--- config.mk ---
export PLATFORM = sky130hd
export DESIGN_NAME = uart_tx_sched_flat
export DESIGN_NICKNAME = d
export VERILOG_FILES = /design/src/rtl/uart_pkg.sv /design/src/rtl/uart_tx_sched_if.sv /design/src/rtl/rr_arbiter.sv /design/src/rtl/uart_tx_sched.sv /design/src/flat_wrapper.sv
export SDC_FILE = /design/constraint.sdc
export NUM_CORES = 1
export LEC_CHECK = 0
export BUFFER_PORTS_ARGS = -buffer_cell sky130_fd_sc_hd__buf_2
export CAP_MARGIN = 10
export CORE_MARGIN = 1.5
export CORE_UTILIZATION = 47
export CTS_CLUSTER_SIZE = 14
export DETAILED_ROUTE_END_ITERATION = 8
export GPL_TIMING_DRIVEN = 0
export PLACE_DENSITY = 0.77
export SETUP_SLACK_MARGIN = 0.1
export SLEW_MARGIN = 10
export SYNTH_ARGS = -nofsm -noshare
export SYNTH_HDL_FRONTEND = slang
export SYNTH_SLANG_ARGS = --single-unit
--- constraint.sdc ---
create_clock -name clk -period 2.45 [get_ports clk]
set_input_delay 0 -clock clk [delete_from_list [all_inputs] [get_ports clk]]
set_output_delay 0 -clock clk [all_outputs]
set_load 0.01 [all_outputs]
--- src/rtl/uart_pkg.sv ---
// Shared constants and types for the shared-UART transmit scheduler.
// Parity/baud encodings match the UART_Tx configuration inputs.
package uart_pkg;

  localparam logic [1:0] PARITY_NONE = 2'b00;
  localparam logic [1:0] PARITY_ODD  = 2'b01;
  localparam logic [1:0] PARITY_EVEN = 2'b10;

  localparam logic [1:0] BAUD_2400  = 2'b00;
  localparam logic [1:0] BAUD_4800  = 2'b01;
  localparam logic [1:0] BAUD_9600  = 2'b10;
  localparam logic [1:0] BAUD_19200 = 2'b11;

  typedef enum logic [1:0] {
    ST_IDLE,
    ST_SEND,
    ST_WAIT_DONE
  } sched_state_t;

  // The reserved code 11 is sent to the UART as "no parity".
  function automatic logic [1:0] norm_parity(
    input logic [1:0] p
  );
    return (p == 2'b11) ? PARITY_NONE : p;
  endfunction

endpackage

--- src/rtl/uart_tx_sched_if.sv ---
// Producer-side request bus of the shared-UART scheduler.
// One valid/ready pair plus byte, parity and baud per requester.
interface uart_tx_sched_if #(
  parameter int NUM_REQ = 4
);

  logic [NUM_REQ-1:0]   req_valid;
  logic [NUM_REQ*8-1:0] req_data;
  logic [NUM_REQ*2-1:0] req_parity;
  logic [NUM_REQ*2-1:0] req_baud;
  logic [NUM_REQ-1:0]   req_ready;

  modport master (
    output req_valid,
    output req_data,
    output req_parity,
    output req_baud,
    input  req_ready
  );

  modport slave (
    input  req_valid,
    input  req_data,
    input  req_parity,
    input  req_baud,
    output req_ready
  );

endinterface

--- src/rtl/rr_arbiter.sv ---
// Combinational round-robin arbiter: first request at or above ptr,
// searching upward with wrap. Reusable for any shared-UART bus.
module rr_arbiter #(
  parameter  int N  = 4,
  localparam int IW = (N > 1) ? $clog2(N) : 1
) (
  input  logic [N-1:0]  req,
  input  logic [IW-1:0] ptr,
  output logic [N-1:0]  gnt,
  output logic [IW-1:0] gnt_id,
  output logic          any
);

  logic [IW-1:0] idx;

  always_comb begin
    gnt    = '0;
    gnt_id = '0;
    any    = 1'b0;
    idx    = '0;
    for (int k = 0; k < N; k++) begin
      idx = IW'((int'(ptr) + k) % N);
      if (!any && req[idx]) begin
        any      = 1'b1;
        gnt[idx] = 1'b1;
        gnt_id   = idx;
      end
    end
  end

endmodule

--- src/rtl/uart_tx_sched.sv ---
// Round-robin scheduler sharing one UART_Tx among NUM_REQ producers.
// Owns the frame FSM, inter-frame gap, start timeout and config regs.
module uart_tx_sched
  import uart_pkg::*;
#(
  parameter  int NUM_REQ       = 4,
  parameter  int GAP_CYCLES    = 16,
  parameter  int START_TIMEOUT = 1024,
  localparam int IW = (NUM_REQ > 1) ? $clog2(NUM_REQ) : 1
) (
  input  logic                  clk,
  input  logic                  rst,
  uart_tx_sched_if.slave        req_bus,
  output logic                  tx_send,
  output logic [7:0]            tx_data,
  output logic [1:0]            tx_parity_type,
  output logic [1:0]            tx_baud_rate,
  input  logic                  tx_active,
  input  logic                  tx_done,
  output logic                  busy,
  output logic [IW-1:0]         grant_id,
  output logic                  frame_done,
  output logic                  err_timeout
);

  localparam int GW = (GAP_CYCLES > 0) ? $clog2(GAP_CYCLES + 1) : 1;
  localparam int TW = $clog2(START_TIMEOUT + 1);

  localparam logic [GW-1:0] GAP_LOAD = GW'(GAP_CYCLES);
  localparam logic [TW-1:0] TO_LAST  = TW'(START_TIMEOUT - 1);
  localparam logic [IW-1:0] LAST_ID  = IW'(NUM_REQ - 1);

  sched_state_t state;
  sched_state_t state_nx;

  logic [GW-1:0]      gap_cnt;
  logic [TW-1:0]      to_cnt;
  logic [IW-1:0]      rr_ptr;
  logic [NUM_REQ-1:0] arb_gnt;
  logic [IW-1:0]      arb_id;
  logic               arb_any;
  logic               accept;
  logic               finish;
  logic               timeout;

  rr_arbiter #(
    .N(NUM_REQ)
  ) u_arb (
    .req    (req_bus.req_valid),
    .ptr    (rr_ptr),
    .gnt    (arb_gnt),
    .gnt_id (arb_id),
    .any    (arb_any)
  );

  always_comb begin
    state_nx = state;
    accept   = 1'b0;
    finish   = 1'b0;
    timeout  = 1'b0;
    unique case (state)
      ST_IDLE: begin
        // A UART still busy from before a reset must drain first.
        if (!rst && arb_any && gap_cnt == '0 && !tx_active) begin
          accept   = 1'b1;
          state_nx = ST_SEND;
        end
      end
      ST_SEND: begin
        if (tx_done) begin
          finish   = 1'b1;
          state_nx = ST_IDLE;
        end else if (tx_active) begin
          state_nx = ST_WAIT_DONE;
        end else if (to_cnt == TO_LAST) begin
          timeout  = 1'b1;
          state_nx = ST_IDLE;
        end
      end
      ST_WAIT_DONE: begin
        if (tx_done) begin
          finish   = 1'b1;
          state_nx = ST_IDLE;
        end
      end
      default: state_nx = ST_IDLE;
    endcase
  end

  assign req_bus.req_ready = accept ? arb_gnt : '0;
  assign tx_send           = (state == ST_SEND);
  assign busy              = (state != ST_IDLE) || (gap_cnt != '0);

  always_ff @(posedge clk) begin
    if (rst) begin
      state          <= ST_IDLE;
      tx_data        <= '0;
      tx_parity_type <= PARITY_NONE;
      tx_baud_rate   <= '0;
      grant_id       <= '0;
      rr_ptr         <= '0;
      gap_cnt        <= '0;
      to_cnt         <= '0;
      frame_done     <= 1'b0;
      err_timeout    <= 1'b0;
    end else begin
      state       <= state_nx;
      frame_done  <= finish;
      err_timeout <= timeout;
      if (accept) begin
        tx_data        <= req_bus.req_data[{arb_id, 3'b000} +: 8];
        tx_parity_type <= norm_parity(
                            req_bus.req_parity[{arb_id, 1'b0} +: 2]);
        tx_baud_rate   <= req_bus.req_baud[{arb_id, 1'b0} +: 2];
        grant_id       <= arb_id;
      end
      if (accept) begin
        to_cnt <= '0;
      end else if (state == ST_SEND) begin
        to_cnt <= to_cnt + 1'b1;
      end
      // Pointer moves only when a frame ends, by success or timeout.
      if (finish || timeout) begin
        rr_ptr  <= (grant_id == LAST_ID) ? '0 : grant_id + 1'b1;
        gap_cnt <= GAP_LOAD;
      end else if (gap_cnt != '0) begin
        gap_cnt <= gap_cnt - 1'b1;
      end
    end
  end

endmodule

--- src/flat_wrapper.sv ---
// flat-port wrapper written by rule: the top's interface ports become plain ports
module uart_tx_sched_flat import uart_pkg::*;
#(
  parameter  int NUM_REQ       = 4,
  parameter  int GAP_CYCLES    = 16,
  parameter  int START_TIMEOUT = 1024,
  localparam int IW = (NUM_REQ > 1) ? $clog2(NUM_REQ) : 1
)
  (clk, rst, tx_send, tx_data, tx_parity_type, tx_baud_rate, tx_active, tx_done, busy, grant_id, frame_done, err_timeout, req_bus_req_valid, req_bus_req_data, req_bus_req_parity, req_bus_req_baud, req_bus_req_ready);
  uart_tx_sched_if #(.NUM_REQ(NUM_REQ)) req_bus_i ();
  input  logic clk;
  input  logic rst;
  output logic tx_send;
  output logic [7:0] tx_data;
  output logic [1:0] tx_parity_type;
  output logic [1:0] tx_baud_rate;
  input  logic tx_active;
  input  logic tx_done;
  output logic busy;
  output logic [IW-1:0] grant_id;
  output logic frame_done;
  output logic err_timeout;
  input wire logic [$bits(req_bus_i.req_valid)-1:0] req_bus_req_valid;
  input wire logic [$bits(req_bus_i.req_data)-1:0] req_bus_req_data;
  input wire logic [$bits(req_bus_i.req_parity)-1:0] req_bus_req_parity;
  input wire logic [$bits(req_bus_i.req_baud)-1:0] req_bus_req_baud;
  output wire logic [$bits(req_bus_i.req_ready)-1:0] req_bus_req_ready;
  assign req_bus_i.req_valid = req_bus_req_valid;
  assign req_bus_i.req_data = req_bus_req_data;
  assign req_bus_i.req_parity = req_bus_req_parity;
  assign req_bus_i.req_baud = req_bus_req_baud;
  assign req_bus_req_ready = req_bus_i.req_ready;
  uart_tx_sched #(.NUM_REQ(NUM_REQ), .GAP_CYCLES(GAP_CYCLES), .START_TIMEOUT(START_TIMEOUT)) u_core (.clk(clk), .rst(rst), .req_bus(req_bus_i), .tx_send(tx_send), .tx_data(tx_data), .tx_parity_type(tx_parity_type), .tx_baud_rate(tx_baud_rate), .tx_active(tx_active), .tx_done(tx_done), .busy(busy), .grant_id(grant_id), .frame_done(frame_done), .err_timeout(err_timeout));
endmodule
==> metrics.cfg, run 1 <==
[synthesis]
synth_ff_type = dfxtp_1
async_reset_ff_frac = 0
synth-edff-count = 0
syn-num-nets = 347
synth_cell_types = 50
syn_inst = 275
syn_avg_cell_area_um2 = 9.09
yosys_warnings = 0
ys_seq_area_frac = 0.288
yosys_register_bits = 36
netlist_area_mm2 = 0.00250

[worst_setup_path]
crit_chain = buf_6 -> clkinvlp_4 -> ha_4 -> buf_8 -> mux4_2 -> nor2b_4 -> a22oi_2 -> nor2_1 -> a221oi_2 -> nor2_1 -> buf_2
crit_slowest_cell = mux4_2
cp_num_buf_inv = 4
reg2regPathDepth = 11
worstPathRequired_ps = 2450
crit_path_start_kind = flip-flop
path_delay_family = simple AND/OR/NAND/NOR gates
crit_type = reg -> out
crit_path_end_kind = output pin
crit_cells = 11
worst_ep_arrival_time_ps = 2420
cp_max_fo = 5
critPathMaxStageDelay_ps = 410
crit_path_frequent_cell = nor2_1

[clocking]
clock-root-buffer = clkbuf_8
clock-sinks = 36
ctsHtreeMaxLevel = 2
clock_latency_ps = 280
cts_buffer_depth = 2
clkTransAtPathRegs_ps = 70
cts_tree = built
cts_buffers = 5

[drt]
routedWlPerCell_um = 15.3
first_pass_iters = 4
route.detailed.drc = 0
totalWireLength_um = 6950
num_vias = 2457
antenna_left = 0
drt_iter0_drc = 148
avgViaCountPerCell = 5.42

[sta]
tightest_slew_ps = 576
fin_crit_ps = 2420
rsz0062_at_grt = yes
drv_slew = 0
finalHoldViolations = 0
skew_ps = 5.08
fin_crit_sh = 0.986
clock.fmax_ghz = 0.414
relSlewSlack = 0.615
finalSetupViolations = 0

[placement]
io_buffers = 77
dp_hpwl_um = 4450
placedCellCount = 422
post_dp_cell_area_mm2 = 0.00299
gp_congestion = 0.801

[finish]
layout.cells.non_filler = 453
final_nets = 455
final_cell_mix = 82 x buf_2, 39 x nor2_1, 34 x dfxtp_1
stdcell_area_mm2 = 0.00358
n_antenna_cell = 0
drive_gt1_frac = 0.475
synthToLayoutAreaGrowth_pct = 43.2
layout_commonest_cell = buf_2

[power_and_ir_drop]
sw_frac_of_total = 0.390
p_comb_frac = 0.560
power.share.sequential = 0.295
p_leak_nw = 1.54
ir_worst_vdd_v = 0.000538
clock_power_share = 0.145
power_density_mw_per_mm2 = 747
power.switching_mw = 1.04
p_int_mw = 1.63

[floorplan]
io_pins = 78
die_width_um = 75.9
die_area_mm2 = 0.00577
fp-row-count = 26
start_util = 0.489
chipHeight_um = 75.9
core_area_mm2 = 0.00511

[flow_run]
maxCapViolations = 0

[global_route]
first_global_vias = 2325
antenna_found_initial = 0
overflow = 0
grt_start_max_net_pins = 11
grt_pass1_wl_um = 10600
track_usage = 0.222

[min_path]
min_path_cells = 3
min_path_type = in -> reg

[outcome]
outcome = complete, no violations

[worst min-delay path, cell delays in order]
cell,delay (ps)
buf_2,110
or2_2,120
nor2_1,40
[logic make-up after synthesis]
group	share of synthesized area
fa+ha+maj	0.0801
mux	0.145
simple gates	0.221
buf+inv	0.0450
xor+xnor	0.0455
compound gates	0.175
flops	0.288
[synthesized netlist by cell type, types with 6 or more instances]
library cell,instances,area (um^2)
nor2_1,39,146
dfxtp_1,36,721
mux2i_1,28,280
nand2_1,28,105
ha_1,16,200
buf_2,9,45.0
inv_1,9,33.8
o221ai_2,9,135
nor3_1,7,35.0
xnor2_1,7,61.3
a21oi_1,6,30.0
nor2b_1,6,37.5
xor2_1,6,52.6
[worst paths after layout]
| check | slack [ps] | startpoint | end |
|---|---|---|---|
| worst max-delay path | 30 | u_core.rr_ptr[1] | req_bus_req_ready[0] |
| worst min register to register | 450 | u_core.tx_data[6] | u_core.tx_data[6] |
| worst min-delay path | 30 | rst | u_core.to_cnt[1] |
| worst max register to register | 90 | u_core.rr_ptr[1] | u_core.tx_parity_type[0] |
[cell type report]
class	count	area, um^2
clock buffer	6	72.6
multi-input combinational	216	1880
buffer	15	140
clock inverter	1	5.00
inverter	9	41.3
sequential	36	728
fill	405	1530
timing repair buffer	100	622
tap	70	87.6
[layer usage]
metal	vias up	routed length [um]	global-route usage
met5	-	0	0
met4	0	138	0.0815
met3	15	295	0.0482
met2	67	3570	0.393
met1	1167	2950	0.264
li1	1208	-	-
[power groups by stage]
stage	sequential, mW	combinational [mW]	clock (mW)
after floorplan	0.818	0.815	0
after global placement	0.802	1.09	0
after detailed placement	0.806	1.12	0
after CTS	0.786	1.25	0.398
after global routing	0.805	1.61	0.424
final	0.790	1.50	0.388
[sequential cells by signal, indices dropped and copies added (netlist names), 2 cells and up]
register               cells
u_core.to_cnt             11
u_core.tx_data             8
u_core.gap_cnt             5
u_core.grant_id            2
u_core.rr_ptr              2
u_core.state               2
u_core.tx_baud_rate        2
u_core.tx_parity_type      2
[what timing repair did]
item / 4_1_cts / 5_1_grt
cloned: 1 / 4
buffers inserted: 6 / 12
gates resized for setup: 28 / 38
endpoints found under the setup margin: 18 / 17
hold buffers: 1 / 0
hold endpoints to repair: 1 / 0
pin swaps: 6 / 8
[stage by stage]
step	worst slack [ps]	hold slack [ps]	util	power, mW	TNS [ps]
final	33.5	27.6	0.701	2.67	0
after detailed placement	-233	303	0.586	1.93	-2500
after global placement	-204	301	0.586	1.89	-2100
after global routing	-73.6	31.7	0.701	2.84	-233
after CTS	85.6	14.0	0.642	2.44	0
after floorplan	104	78.7	-	1.63	0
Power figures use the tool's default switching activity.
==> run 2, diff against run 1 <==
Settings changed: REMOVE_ABC_BUFFERS from default to 1.
==> run 2 against run 1 <==
Sequential power hardly changed; worst setup slack better by 26 ps; combinational power down 15%; register-to-register slack lost 30 ps; flip-flop and latch count stayed put; non-clock buffer count down 25; clock-buffer cell count up 1; clock skew is 3.4 ps lower; first-iteration DRC count is 15% higher; via count fell by 6.1%.
==> metrics.cfg, run 2 (synthesis results as in run 1) <==
[clocking]
clock-sinks = 36  ; unchanged
cts_tree = built
clkTransAtPathRegs_ps = 70  ; about the same
holdBufCountCts = 0  ; -1
cts_buffers = 5  ; unchanged
cts_buffer_depth = 2  ; unchanged
clock_latency_ps = 290  ; about the same
ctsHtreeMaxLevel = 2  ; unchanged
clock-root-buffer = clkbuf_8

[finish]
top_register = u_core.to_cnt
final_cell_mix = 77 x buf_2, 39 x nor2_1, 34 x dfxtp_1
reg.largest.list = u_core.to_cnt: 11 flops, u_core.tx_data: 8 flops, u_core.gap_cnt: 5 flops
final_nets = 430  ; -5.5%
largest_register_ffs = 11  ; unchanged
n_antenna_cell = 0  ; unchanged
layout.cells.non_filler = 429  ; -5.3%
synthToLayoutAreaGrowth_pct = 31.1
fin_util = 0.642  ; -0.0590
layout_commonest_cell = buf_2
stdcell_area_mm2 = 0.00328  ; -8.4%
drive_gt1_frac = 0.401  ; -0.0741

[worst_setup_path]
reg2regPathDepth = 9  ; -2
crit_path_start_kind = flip-flop
worst_ep_arrival_time_ps = 2600  ; +180 ps
crit_type = reg -> reg
crit_path_end_kind = flip-flop
worstPathRequired_ps = 2660  ; +210 ps
critPathMaxStageDelay_ps = 460  ; +50 ps
cp_max_fo = 13  ; +8
crit_chain = clkinvlp_4 -> ha_4 -> mux2i_1 -> o21ai_1 -> a21oi_4 -> buf_12 -> or3b_1 -> a21o_1 -> o211ai_1
crit_slowest_cell = o21ai_1

[placement]
dp_hpwl_um = 3960  ; -11%
place_ws_ps = -1030  ; -801 ps
placedCellCount = 407  ; -3.6%
gp_congestion = 0.870  ; +8.6%
io_buffers = 77  ; unchanged
post_dp_cell_area_mm2 = 0.00290  ; -2.9%

[power_and_ir_drop]
sw_frac_of_total = 0.370  ; -0.0200
finalPower_mw = 2.64  ; -1.4%
power.switching_mw = 0.975  ; -6.5%
power.share.sequential = 0.299  ; +0.004
p_leak_nw = 1.45  ; -6.1%
power_density_mw_per_mm2 = 804  ; +7.6%
p_int_mw = 1.66  ; +1.8%
p_comb_frac = 0.485  ; -0.075
clock_power_share = 0.216  ; +0.071
ir_worst_vdd_v = 0.000567  ; +5.4%

[sta]
drv_slew = 0  ; unchanged
finalHoldViolations = 0  ; unchanged
fin_crit_ps = 2390  ; -25.6 ps
finalWorstSetupSlack_ps = 59.1  ; +25.6 ps
setup_tns_ps = 0  ; unchanged
rsz0062_at_grt = yes
fin_crit_sh = 0.976  ; -0.0104
hold_slack_ps = 5.38  ; -22.2 ps
relSlewSlack = 0.449  ; -0.166
skew_ps = 1.67  ; -3.40 ps
finalSetupViolations = 0  ; unchanged
tightest_slew_ps = 823  ; +246 ps
clock.fmax_ghz = 0.418  ; +1.1%

[drt]
antenna_left = 0  ; unchanged
drt_iter0_drc = 170  ; +15%
first_pass_iters = 4  ; unchanged
dr_wl_met3_um = 319  ; +8.1%
highest_layer = met4
wl_met1_um = 2680  ; -9.4%
routedWlPerCell_um = 14.1  ; -8.3%
route.detailed.drc = 0  ; unchanged
num_vias = 2307  ; -6.1%
wl_met2_um = 2920  ; -18%
avgViaCountPerCell = 5.38  ; -0.85%
totalWireLength_um = 6040  ; -13%

[floorplan]
start_util = 0.489  ; unchanged
fp-row-count = 26  ; unchanged
io_pins = 78  ; unchanged
die_area_mm2 = 0.00577  ; unchanged
chipHeight_um = 75.9  ; unchanged
core_area_mm2 = 0.00511  ; unchanged
die_width_um = 75.9  ; unchanged

[global_route]
antenna_found_initial = 0  ; unchanged
grt_start_max_net_pins = 17  ; +6
first_global_vias = 2156  ; -7.3%
overflow = 0  ; unchanged
track_usage = 0.201  ; -0.0209
grt_pass1_wl_um = 9650  ; -8.5%

[min_path]
min_path_cells = 2  ; -1
min_path_type = in -> reg

[outcome]
outcome = complete, no violations

[flow_run]
maxCapViolations = 0  ; unchanged

==> run 2: changes by cell type in the layout (fill, tap and decap cells not counted), sizes merged <==
cell | before | now
buf | 110 | 90
bufinv | 0 | 1
clkbuf | 10 | 7
clkinv | 1 | 0
clkinvlp | 2 | 1
dlygate4sd3 | 1 | 0
inv | 7 | 8
==> run 2: layout make-up <==
class | count | area [um^2]
Clock inverter | 1 | 30.0
Fill cell | 400 | 1830
Inverter | 9 | 37.5
Sequential cell | 36 | 728
Tap cell | 70 | 87.6
Timing Repair Buffer | 90 | 508
Clock buffer | 7 | 96.3
Multi-Input combinational cell | 216 | 1790
==> run 2: repair_timing <==
item,CTS,global route
gates cloned,1,0
buffers inserted,9,4
setup endpoints to repair,18,16
resized for setup,19,7
pin swaps,2,2
==> run 2: metal layers <==
| metal | vias to the layer above | track usage |
|---|---|---|
| li1 | 1152 | - |
| met4 | 0 | 0.0759 |
| met3 | 10 | 0.0470 |
| met1 | 1082 | 0.244 |
| met2 | 63 | 0.347 |
| met5 | - | 0 |
==> run 2: power groups by stage <==
stage / logic (mW) / clock network [mW] / registers, mW
finish: 1.28 / 0.569 / 0.788
floorplan: 0.764 / 0 / 0.823
global route: 1.39 / 0.602 / 0.801
CTS: 1.18 / 0.582 / 0.786
global placement: 1.03 / 0 / 0.807
detailed placement: 1.06 / 0 / 0.812
==> run 2: final timing paths <==
kind | endpoint | start | slack [ps]
max reg2reg | u_core.tx_parity_type[0] | u_core.rr_ptr[0] | 60
max | u_core.tx_parity_type[0] | u_core.rr_ptr[0] | 60
min | u_core.err_timeout | tx_done | 5
min reg2reg | u_core.tx_data[1] | u_core.tx_data[1] | 460
==> run 2: worst max-delay path: cells and delay by family, from the launching register on <==
kind	cells	cell delay [ps]
simple gates	1	350
mux	1	100
buf+inv	2	290
fa+ha+maj	1	360
flops	1	370
compound gates	4	820
